**config.mk**
```make
export PLATFORM = sky130hd
export DESIGN_NAME = loom_axil_demux_ot
export DESIGN_NICKNAME = d
export VERILOG_FILES = /design/src/rtl/loom_axil_demux_ot.sv
export SDC_FILE = /design/constraint.sdc
export NUM_CORES = 1
export LEC_CHECK = 0
export CORE_AREA = 4 4 189 191
export DETAILED_ROUTE_END_ITERATION = 7
export DIE_AREA = 0 0 193 195
export DONT_BUFFER_PORTS = 1
export GPL_ROUTABILITY_DRIVEN = 0
export MAX_ROUTING_LAYER = met4
export REMOVE_ABC_BUFFERS = 1
export SLEW_MARGIN = 5
export SYNTH_ARGS = -nofsm -noshare
export SYNTH_HDL_FRONTEND = slang
export SYNTH_SLANG_ARGS = --single-unit
```
**constraint.sdc**
```tcl
create_clock -name clk_i -period 2.2 [get_ports clk_i]
set_input_delay 0.33 -clock clk_i [delete_from_list [all_inputs] [get_ports clk_i]]
set_output_delay 0.33 -clock clk_i [all_outputs]
set_load 0.02 [all_outputs]
```
**src/rtl/loom_axil_demux_ot.sv**
```systemverilog
// loom_axil_demux_ot: AXI-Lite 1:N demux, in-order outstanding txns,
// built-in DECERR slave. Optional error log: LOOM_AXIL_DEMUX_ERRLOG_EN.
// Ports: clk_i, rst_ni (sync, active-low); s_axil_* upstream slave port;
// m_axil_* flat N_MASTERS-wide downstream master ports;
// err_valid_o/err_is_write_o/err_addr_o/err_clear_i when log enabled.
module loom_axil_demux_ot #(
  parameter int unsigned ADDR_WIDTH = 20,
  parameter int unsigned DATA_WIDTH = 32,
  parameter int unsigned N_MASTERS  = 3,
  parameter int unsigned MAX_OUTST  = 4,
  parameter logic [N_MASTERS-1:0][ADDR_WIDTH-1:0] BASE_ADDR = '0,
  parameter logic [N_MASTERS-1:0][ADDR_WIDTH-1:0] ADDR_MASK = '0
) (
  input  logic                      clk_i,
  input  logic                      rst_ni,
  input  logic [ADDR_WIDTH-1:0]     s_axil_araddr_i,
  input  logic                      s_axil_arvalid_i,
  output logic                      s_axil_arready_o,
  input  logic [ADDR_WIDTH-1:0]     s_axil_awaddr_i,
  input  logic                      s_axil_awvalid_i,
  output logic                      s_axil_awready_o,
  input  logic [DATA_WIDTH-1:0]     s_axil_wdata_i,
  input  logic [DATA_WIDTH/8-1:0]   s_axil_wstrb_i,
  input  logic                      s_axil_wvalid_i,
  output logic                      s_axil_wready_o,
  output logic [DATA_WIDTH-1:0]     s_axil_rdata_o,
  output logic [1:0]                s_axil_rresp_o,
  output logic                      s_axil_rvalid_o,
  input  logic                      s_axil_rready_i,
  output logic [1:0]                s_axil_bresp_o,
  output logic                      s_axil_bvalid_o,
  input  logic                      s_axil_bready_i,
  output logic [N_MASTERS*ADDR_WIDTH-1:0] m_axil_araddr_o,
  output logic [N_MASTERS-1:0]      m_axil_arvalid_o,
  input  logic [N_MASTERS-1:0]      m_axil_arready_i,
  output logic [N_MASTERS*ADDR_WIDTH-1:0] m_axil_awaddr_o,
  output logic [N_MASTERS-1:0]      m_axil_awvalid_o,
  input  logic [N_MASTERS-1:0]      m_axil_awready_i,
  output logic [N_MASTERS*DATA_WIDTH-1:0] m_axil_wdata_o,
  output logic [N_MASTERS*DATA_WIDTH/8-1:0] m_axil_wstrb_o,
  output logic [N_MASTERS-1:0]      m_axil_wvalid_o,
  input  logic [N_MASTERS-1:0]      m_axil_wready_i,
  input  logic [N_MASTERS*DATA_WIDTH-1:0] m_axil_rdata_i,
  input  logic [N_MASTERS*2-1:0]    m_axil_rresp_i,
  input  logic [N_MASTERS-1:0]      m_axil_rvalid_i,
  output logic [N_MASTERS-1:0]      m_axil_rready_o,
  input  logic [N_MASTERS*2-1:0]    m_axil_bresp_i,
  input  logic [N_MASTERS-1:0]      m_axil_bvalid_i,
  output logic [N_MASTERS-1:0]      m_axil_bready_o
`ifdef LOOM_AXIL_DEMUX_ERRLOG_EN
  ,
  output logic                      err_valid_o,
  output logic                      err_is_write_o,
  output logic [ADDR_WIDTH-1:0]     err_addr_o,
  input  logic                      err_clear_i
`endif
);

  localparam int unsigned TW = $clog2(N_MASTERS + 1);
  localparam int unsigned CW = $clog2(MAX_OUTST + 1);
  localparam logic [TW-1:0] ERR  = TW'(N_MASTERS);
  localparam logic [CW-1:0] MAXC = CW'(MAX_OUTST);

  // Lowest matching index wins: scan downwards, last hit sticks.
  function automatic logic [TW-1:0] decode(
    input logic [ADDR_WIDTH-1:0] a
  );
    logic [TW-1:0] t;
    t = ERR;
    for (int i = int'(N_MASTERS) - 1; i >= 0; i--) begin
      if ((a & ADDR_MASK[i]) == BASE_ADDR[i]) t = TW'(i);
    end
    return t;
  endfunction

  logic [CW-1:0] rd_cnt_q, rd_cnt_d;
  logic [CW-1:0] wr_cnt_q, wr_cnt_d;
  logic [TW-1:0] rd_sel_q, rd_sel_d;
  logic [TW-1:0] wr_sel_q, wr_sel_d;
  logic [CW-1:0] wowed_q, wowed_d;
  logic [CW-1:0] errw_q, errw_d;

  logic [TW-1:0] ar_t, aw_t, w_t;
  logic ar_gate, aw_gate, w_en;
  logic rd_busy, wr_busy;
  logic ar_hs, aw_hs, w_hs, r_hs, b_hs;

  assign m_axil_wdata_o = {N_MASTERS{s_axil_wdata_i}};
  assign m_axil_wstrb_o = {N_MASTERS{s_axil_wstrb_i}};

  always_comb begin
    ar_t = decode(s_axil_araddr_i);
    aw_t = decode(s_axil_awaddr_i);
    // A new target is only taken once the direction has drained,
    // which keeps responses in issue order without reorder buffers.
    ar_gate = rst_ni && (rd_cnt_q < MAXC) &&
              (rd_cnt_q == '0 || ar_t == rd_sel_q);
    aw_gate = rst_ni && (wr_cnt_q < MAXC) &&
              (wr_cnt_q == '0 || aw_t == wr_sel_q);
    rd_busy = rst_ni && (rd_cnt_q != '0);
    wr_busy = rst_ni && (wr_cnt_q != '0);

    m_axil_arvalid_o = '0;
    m_axil_awvalid_o = '0;
    m_axil_wvalid_o  = '0;
    m_axil_rready_o  = '0;
    m_axil_bready_o  = '0;
    m_axil_araddr_o  = '0;
    m_axil_awaddr_o  = '0;
    s_axil_arready_o = ar_gate && (ar_t == ERR);
    s_axil_awready_o = aw_gate && (aw_t == ERR);
    s_axil_rvalid_o  = 1'b0;
    s_axil_rdata_o   = '0;
    s_axil_rresp_o   = 2'b00;
    s_axil_bvalid_o  = 1'b0;
    s_axil_bresp_o   = 2'b00;

    if (rd_busy && rd_sel_q == ERR) begin
      s_axil_rvalid_o = 1'b1;
      s_axil_rresp_o  = 2'b11;
    end
    if (wr_busy && wr_sel_q == ERR) begin
      s_axil_bvalid_o = (errw_q != '0);
      s_axil_bresp_o  = 2'b11;
    end

    for (int i = 0; i < int'(N_MASTERS); i++) begin
      m_axil_araddr_o[i*ADDR_WIDTH +: ADDR_WIDTH] =
        s_axil_araddr_i - BASE_ADDR[i];
      m_axil_awaddr_o[i*ADDR_WIDTH +: ADDR_WIDTH] =
        s_axil_awaddr_i - BASE_ADDR[i];
      if (ar_t == TW'(i)) begin
        m_axil_arvalid_o[i] = ar_gate && s_axil_arvalid_i;
        s_axil_arready_o    = ar_gate && m_axil_arready_i[i];
      end
      if (aw_t == TW'(i)) begin
        m_axil_awvalid_o[i] = aw_gate && s_axil_awvalid_i;
        s_axil_awready_o    = aw_gate && m_axil_awready_i[i];
      end
      if (rd_busy && rd_sel_q == TW'(i)) begin
        s_axil_rvalid_o    = m_axil_rvalid_i[i];
        s_axil_rdata_o     = m_axil_rdata_i[i*DATA_WIDTH +: DATA_WIDTH];
        s_axil_rresp_o     = m_axil_rresp_i[i*2 +: 2];
        m_axil_rready_o[i] = s_axil_rready_i;
      end
      if (wr_busy && wr_sel_q == TW'(i)) begin
        s_axil_bvalid_o    = m_axil_bvalid_i[i];
        s_axil_bresp_o     = m_axil_bresp_i[i*2 +: 2];
        m_axil_bready_o[i] = s_axil_bready_i;
      end
    end

    aw_hs = s_axil_awvalid_i && s_axil_awready_o;
    // W follows its AW: either an older AW is still owed data,
    // or it rides along with the AW accepted this cycle.
    w_en = rst_ni && (wowed_q != '0 || aw_hs);
    w_t  = (wowed_q != '0) ? wr_sel_q : aw_t;
    s_axil_wready_o = w_en && (w_t == ERR);
    for (int i = 0; i < int'(N_MASTERS); i++) begin
      if (w_t == TW'(i)) begin
        m_axil_wvalid_o[i] = w_en && s_axil_wvalid_i;
        s_axil_wready_o    = w_en && m_axil_wready_i[i];
      end
    end

    ar_hs = s_axil_arvalid_i && s_axil_arready_o;
    w_hs  = s_axil_wvalid_i && s_axil_wready_o;
    r_hs  = s_axil_rvalid_o && s_axil_rready_i;
    b_hs  = s_axil_bvalid_o && s_axil_bready_i;

    rd_cnt_d = rd_cnt_q + CW'(ar_hs) - CW'(r_hs);
    wr_cnt_d = wr_cnt_q + CW'(aw_hs) - CW'(b_hs);
    rd_sel_d = ar_hs ? ar_t : rd_sel_q;
    wr_sel_d = aw_hs ? aw_t : wr_sel_q;
    wowed_d  = wowed_q + CW'(aw_hs) - CW'(w_hs);
    errw_d   = errw_q + CW'(w_hs && w_t == ERR)
                      - CW'(b_hs && wr_sel_q == ERR);
  end

  always_ff @(posedge clk_i) begin
    if (!rst_ni) begin
      rd_cnt_q <= '0;
      wr_cnt_q <= '0;
      rd_sel_q <= '0;
      wr_sel_q <= '0;
      wowed_q  <= '0;
      errw_q   <= '0;
    end else begin
      rd_cnt_q <= rd_cnt_d;
      wr_cnt_q <= wr_cnt_d;
      rd_sel_q <= rd_sel_d;
      wr_sel_q <= wr_sel_d;
      wowed_q  <= wowed_d;
      errw_q   <= errw_d;
    end
  end

`ifdef LOOM_AXIL_DEMUX_ERRLOG_EN
  logic                  err_valid_q, err_valid_d;
  logic                  err_is_write_q, err_is_write_d;
  logic [ADDR_WIDTH-1:0] err_addr_q, err_addr_d;

  always_comb begin
    err_valid_d    = err_valid_q;
    err_is_write_d = err_is_write_q;
    err_addr_d     = err_addr_q;
    if (err_clear_i) begin
      err_valid_d = 1'b0;
    end else if (!err_valid_q) begin
      if (ar_hs && ar_t == ERR) begin
        err_valid_d    = 1'b1;
        err_is_write_d = 1'b0;
        err_addr_d     = s_axil_araddr_i;
      end else if (aw_hs && aw_t == ERR) begin
        err_valid_d    = 1'b1;
        err_is_write_d = 1'b1;
        err_addr_d     = s_axil_awaddr_i;
      end
    end
  end

  always_ff @(posedge clk_i) begin
    if (!rst_ni) begin
      err_valid_q    <= 1'b0;
      err_is_write_q <= 1'b0;
      err_addr_q     <= '0;
    end else begin
      err_valid_q    <= err_valid_d;
      err_is_write_q <= err_is_write_d;
      err_addr_q     <= err_addr_d;
    end
  end

  assign err_valid_o    = err_valid_q;
  assign err_is_write_o = err_is_write_q;
  assign err_addr_o     = err_addr_q;
`endif

endmodule

```
# --- Word-level counts from Yosys, hierarchy flattened ---
# Index checks and enable logic that the tools add are counted.
totals:
  ff_bits: 9
  in_bits: 206
  output_inout_bits: 284
  wordCells: 38
classes:
  n_addsub: 6
  n_lt_le_gt_ge: 2
  muxes: 7
  n_reduce_logical: 20
op_table:
  columns: ["cell", "count"]
  rows:
  - ["2-to-1 mux 32 bit", 1]
  - ["logical AND 1 bit", 16]
  - ["adder 3 x 1 -> 3 bit", 3]
  - ["nonzero test 3 bit", 3]
  - ["subtractor 3 x 1 -> 3 bit", 3]
  - ["less-than comparator 3 bit (second input constant)", 2]
  - ["2-to-1 mux 1 bit", 4]
  - ["2-to-1 mux 2 bit", 2]
  - ["logical OR 1 bit", 1]

# --- Longest topological paths before layout ---
depth:
  word_depth: 9
  mapped_depth: 10
  mapped_depth_nobuf: 9

# --- Worst setup path before layout ---
# No wires, ideal clock.
synth_path:
  kind: "register to register"
  from: "reg rd_cnt_q[1]"
  to: "reg rd_cnt_q[2]"
  setup_time_ns: 0.121
  t_arrival_ns: 2.251
  required_ns: 2.079
  setup_slack_ns: -0.172
  stages_incl_launch_ff: 10
  path_buffers: 0
  synth_period_minus_slack_ns: 2.372
  cell_sequence: "dfxtp_1 -> o31a_4 -> and3_2 -> ha_1 -> inv_1 -> ha_1 -> inv_1 -> fa_1 -> xnor2_1 -> mux2_2"
synth_via:
  elab_chain_cells: 6
  elab_cells_between_ends: 10
  classes_between: "2 x add/sub; 1 x order compare; 1 x mux; 6 x reduce/logical"
synth_rtl:
  columns: ["element", "line", "text"]
  rows:
  - ["start, declared", "76", "logic [CW-1:0] rd_cnt_q, rd_cnt_d;"]
  - ["start signal, assigned", "189", "rd_cnt_q <= rd_cnt_d;"]
  - ["less-than comparator 3 bit", "96", "ar_gate = rst_ni && (rd_cnt_q < MAXC) &&"]
  - ["logical AND 1 bit", "96", null]
  - ["logical AND 1 bit", "134", "s_axil_arready_o = ar_gate && m_axil_arready_i[i];"]
  - ["logical AND 1 bit", "166", "ar_hs = s_axil_arvalid_i && s_axil_arready_o;"]
  - ["adder 3 x 1 -> 3 bit", "171", "rd_cnt_d = rd_cnt_q + CW'(ar_hs) - CW'(r_hs);"]
  - ["subtractor 3 x 1 -> 3 bit *", "171", null]
# Every way passes the cells marked *; elsewhere a longest branch is shown, timed or not.
# A chain may end at the register's enable or synchronous reset.

# --- Worst setup path after layout ---
layout_path:
  from: "reg rd_cnt_q[0]"
  to: "reg rd_cnt_q[2]"
# Same word-level chain as after synthesis.

==> results.toml <==
[detailed_routing]
detail_route.vias_per_cell = 2.16
wire_per_inst_um = 43.4
dr_total_vias = 1236
drc = 0
wirelength_mm = 24.8
antenna_left = 0
drt_iter0_drc = 36
dr.pass1.iters = 4

[outcome]
status = "complete, no violations"

[critical_path]
crit_fanout = 2
start_kind = "flip-flop"
rrSetupSlack_ps = 10
cp-end-kind = "flip-flop"
cp.required_ps = 2320
critPathKind = "flip-flop to flip-flop"
arrival_ps = 2310

[sta]
hold_viol = 0
period_minus_slack_ps = 2190
final-setup-viol-count = 0
setup-tns-final_ps = 0
fmax_mhz = 458
finalMaxSlewViolations = 0
skew_ps = 0.611
fin_crit_sh_pct = 99.4
rsz0062_at_grt = "true"

[floorplan]
die_w_um = 193
rows = 68
die_h_um = 195
dieArea_mm2 = 0.0376
num_io_pins = 490
initial_core_util_pct = 8.04
core_region_area_mm2 = 0.0341

[power]
pwr-share-comb_pct = 46.5
p_seq_share_pct = 21.2
p_per_area_mw_per_mm2 = 603
p_switching_mw = 0.395
p_total_mw = 1.03
internal-power_mw = 0.639
ir_worst_vdd_mv = 0.126
clkPwrFrac_pct = 32.3
p_leak_nw = 0.553
swShare_pct = 38.2

[final_layout]
post-route-util_pct = 5.02
final_layout_size_suffix_gt1_share_pct = 49.2
fin_nets = 334
diodes = 0
layout-area-overhead-vs-synth_pct = -37.5
fin_cells = 573

[synth]
syn_area_mm2 = 0.00274
synth_cell_types = 27
yosys-top-cells-area = "buf_4, and2_4, dfxtp_1"
yosysMostFrequentCell = "buf_4"
yosys_warnings = 0
synth-seq-cells = 9
yosysTopAreaCellShare_pct = 65.2
avgSynthCellArea_um2 = 8.04
synth_common_cells = "buf_4, and2_4, and2_1"
yosys.area.top_type = "buf_4"
synth_async_sr_flop_share_pct = 0
ys_seq_area_share_pct = 6.57
syn_inst = 341
synthFlopType = "dfxtp_1"
synth_edf_count = 0

[clock_network]
cts_hold_buf = 0
htree_levels = 1
cts.path.max_buffers = 2
clk-insertion-delay-late_ps = 240
cts-buffers-inserted = 3
post_cts_buffers = 0
cts_tree = "done"
root_buffer = "clkbuf_16"
cts.sinks = 9
clk_pin_slew_ps = 40

[global_routing]
grtUsageTotal_pct = 12.6
grt_max_degree = 37
first_global_vias = 1194
antenna_found_initial = 2
grt_pass1_wl_mm = 26.7
overflow = 0

[placed_design]
port_buffers = 0
dp_hpwl_mm = 23.7
dp.cells = 569

[job]
maxCapViolCount = 0

[min_path]
hp-class = "input pin to flip-flop"
==> final timing paths <==
| kind | start | endpoint | cells after the start |
|---|---|---|---|
| max reg2reg | rd_cnt_q[0] | rd_cnt_q[2] | 9 |
| max | rd_cnt_q[0] | rd_cnt_q[2] | 9 |
| min | rst_ni | wr_cnt_q[1] | 1 |
| min reg2reg | wowed_q[0] | wowed_q[0] | 2 |
==> cells in the final DEF (no fill, tap or decap) <==
cell / count
ha_2: 1
nand2_1: 2
nand3_2: 1
and2_4: 23
and2_1: 20
conb_1: 10
o31a_4: 1
and2b_2: 1
mux2_4: 1
and2_2: 7
buf_4: 7
and3b_1: 2
a21oi_1: 3
dfxtp_1: 6
xnor3_1: 2
inv_2: 1
clkbuf_16: 3
o31a_1: 1
nor2b_1: 1
xnor2_2: 1
inv_4: 1
nand4b_1: 1
nor3_1: 1
and3_4: 2
dfxtp_4: 1
fa_1: 1
nand3_1: 1
clkinv_2: 1
inv_1: 6
fa_2: 2
dfxtp_2: 2
ha_1: 3
ha_4: 2
==> sequential cells by signal (all words and copies together) (netlist names) <==
signal,count
rd_cnt_q,3
wr_cnt_q,3
wowed_q,3
==> repair_timing <==
item,CTS,global route
setup endpoints to repair,1,2
pin swaps,6,4
resized for setup,12,6
endpoints found under the hold margin,0,0
==> stage by stage <==
| stage | area (µm²) | hold WS [ps] | worst slack (ps) |
|---|---|---|---|
| after floorplan | 946 | 452 | -269 |
| after global placement | 1570 | 459 | -167 |
| after detailed placement | 1570 | 464 | -205 |
| after CTS | 1700 | 213 | -62.8 |
| after global routing | 1710 | 213 | -30.5 |
| final | 1710 | 214 | 14.2 |
==> worst max-delay path, stage by stage, from the launching register on <==
cell     delay [ps]
dfxtp_2         320
o31a_4          340
and3_4          160
ha_4            210
inv_4            60
ha_4            120
inv_2            30
fa_2            350
xnor2_2         170
mux2_4          310
==> cells by family after synthesis <==
logic type	share of synthesized area [%]
buffers and inverters	67.8
AND/OR/NAND/NOR	16.7
adder cells (fa/ha/maj)	4.93
flip-flops	6.57
AO/OA/AOI/OAI	1.51
XOR/XNOR	1.96
other	0.137
multiplexers	0.411
==> power groups by stage <==
stage                     logic, mW  registers, mW  clock network, mW
after CTS                     0.483          0.216              0.342
after global placement        0.456          0.215                  0
after global routing          0.519          0.222              0.350
after detailed placement      0.465          0.217                  0
after floorplan               0.371          0.213                  0
final                         0.481          0.219              0.333
==> area by class of cell <==
type | instances | area, µm²
Multi-Input combinational cell | 90 | 793
Clock buffer | 3 | 75.1
Fill cell | 3994 | 32400
Inverter | 8 | 32.5
Tap cell | 455 | 569
Timing Repair Buffer | 7 | 52.6
Clock inverter | 1 | 5.00
Sequential cell | 9 | 186
==> routing by layer <==
metal	wire length, µm	global-route usage, %	up-vias
li1	-	-	342
met1	3200	4.64	499
met2	13700	24.0	332
met3	6410	14.2	63
met4	1590	6.53	0
met5	0	-	-
(Power assumes the default switching activity.)
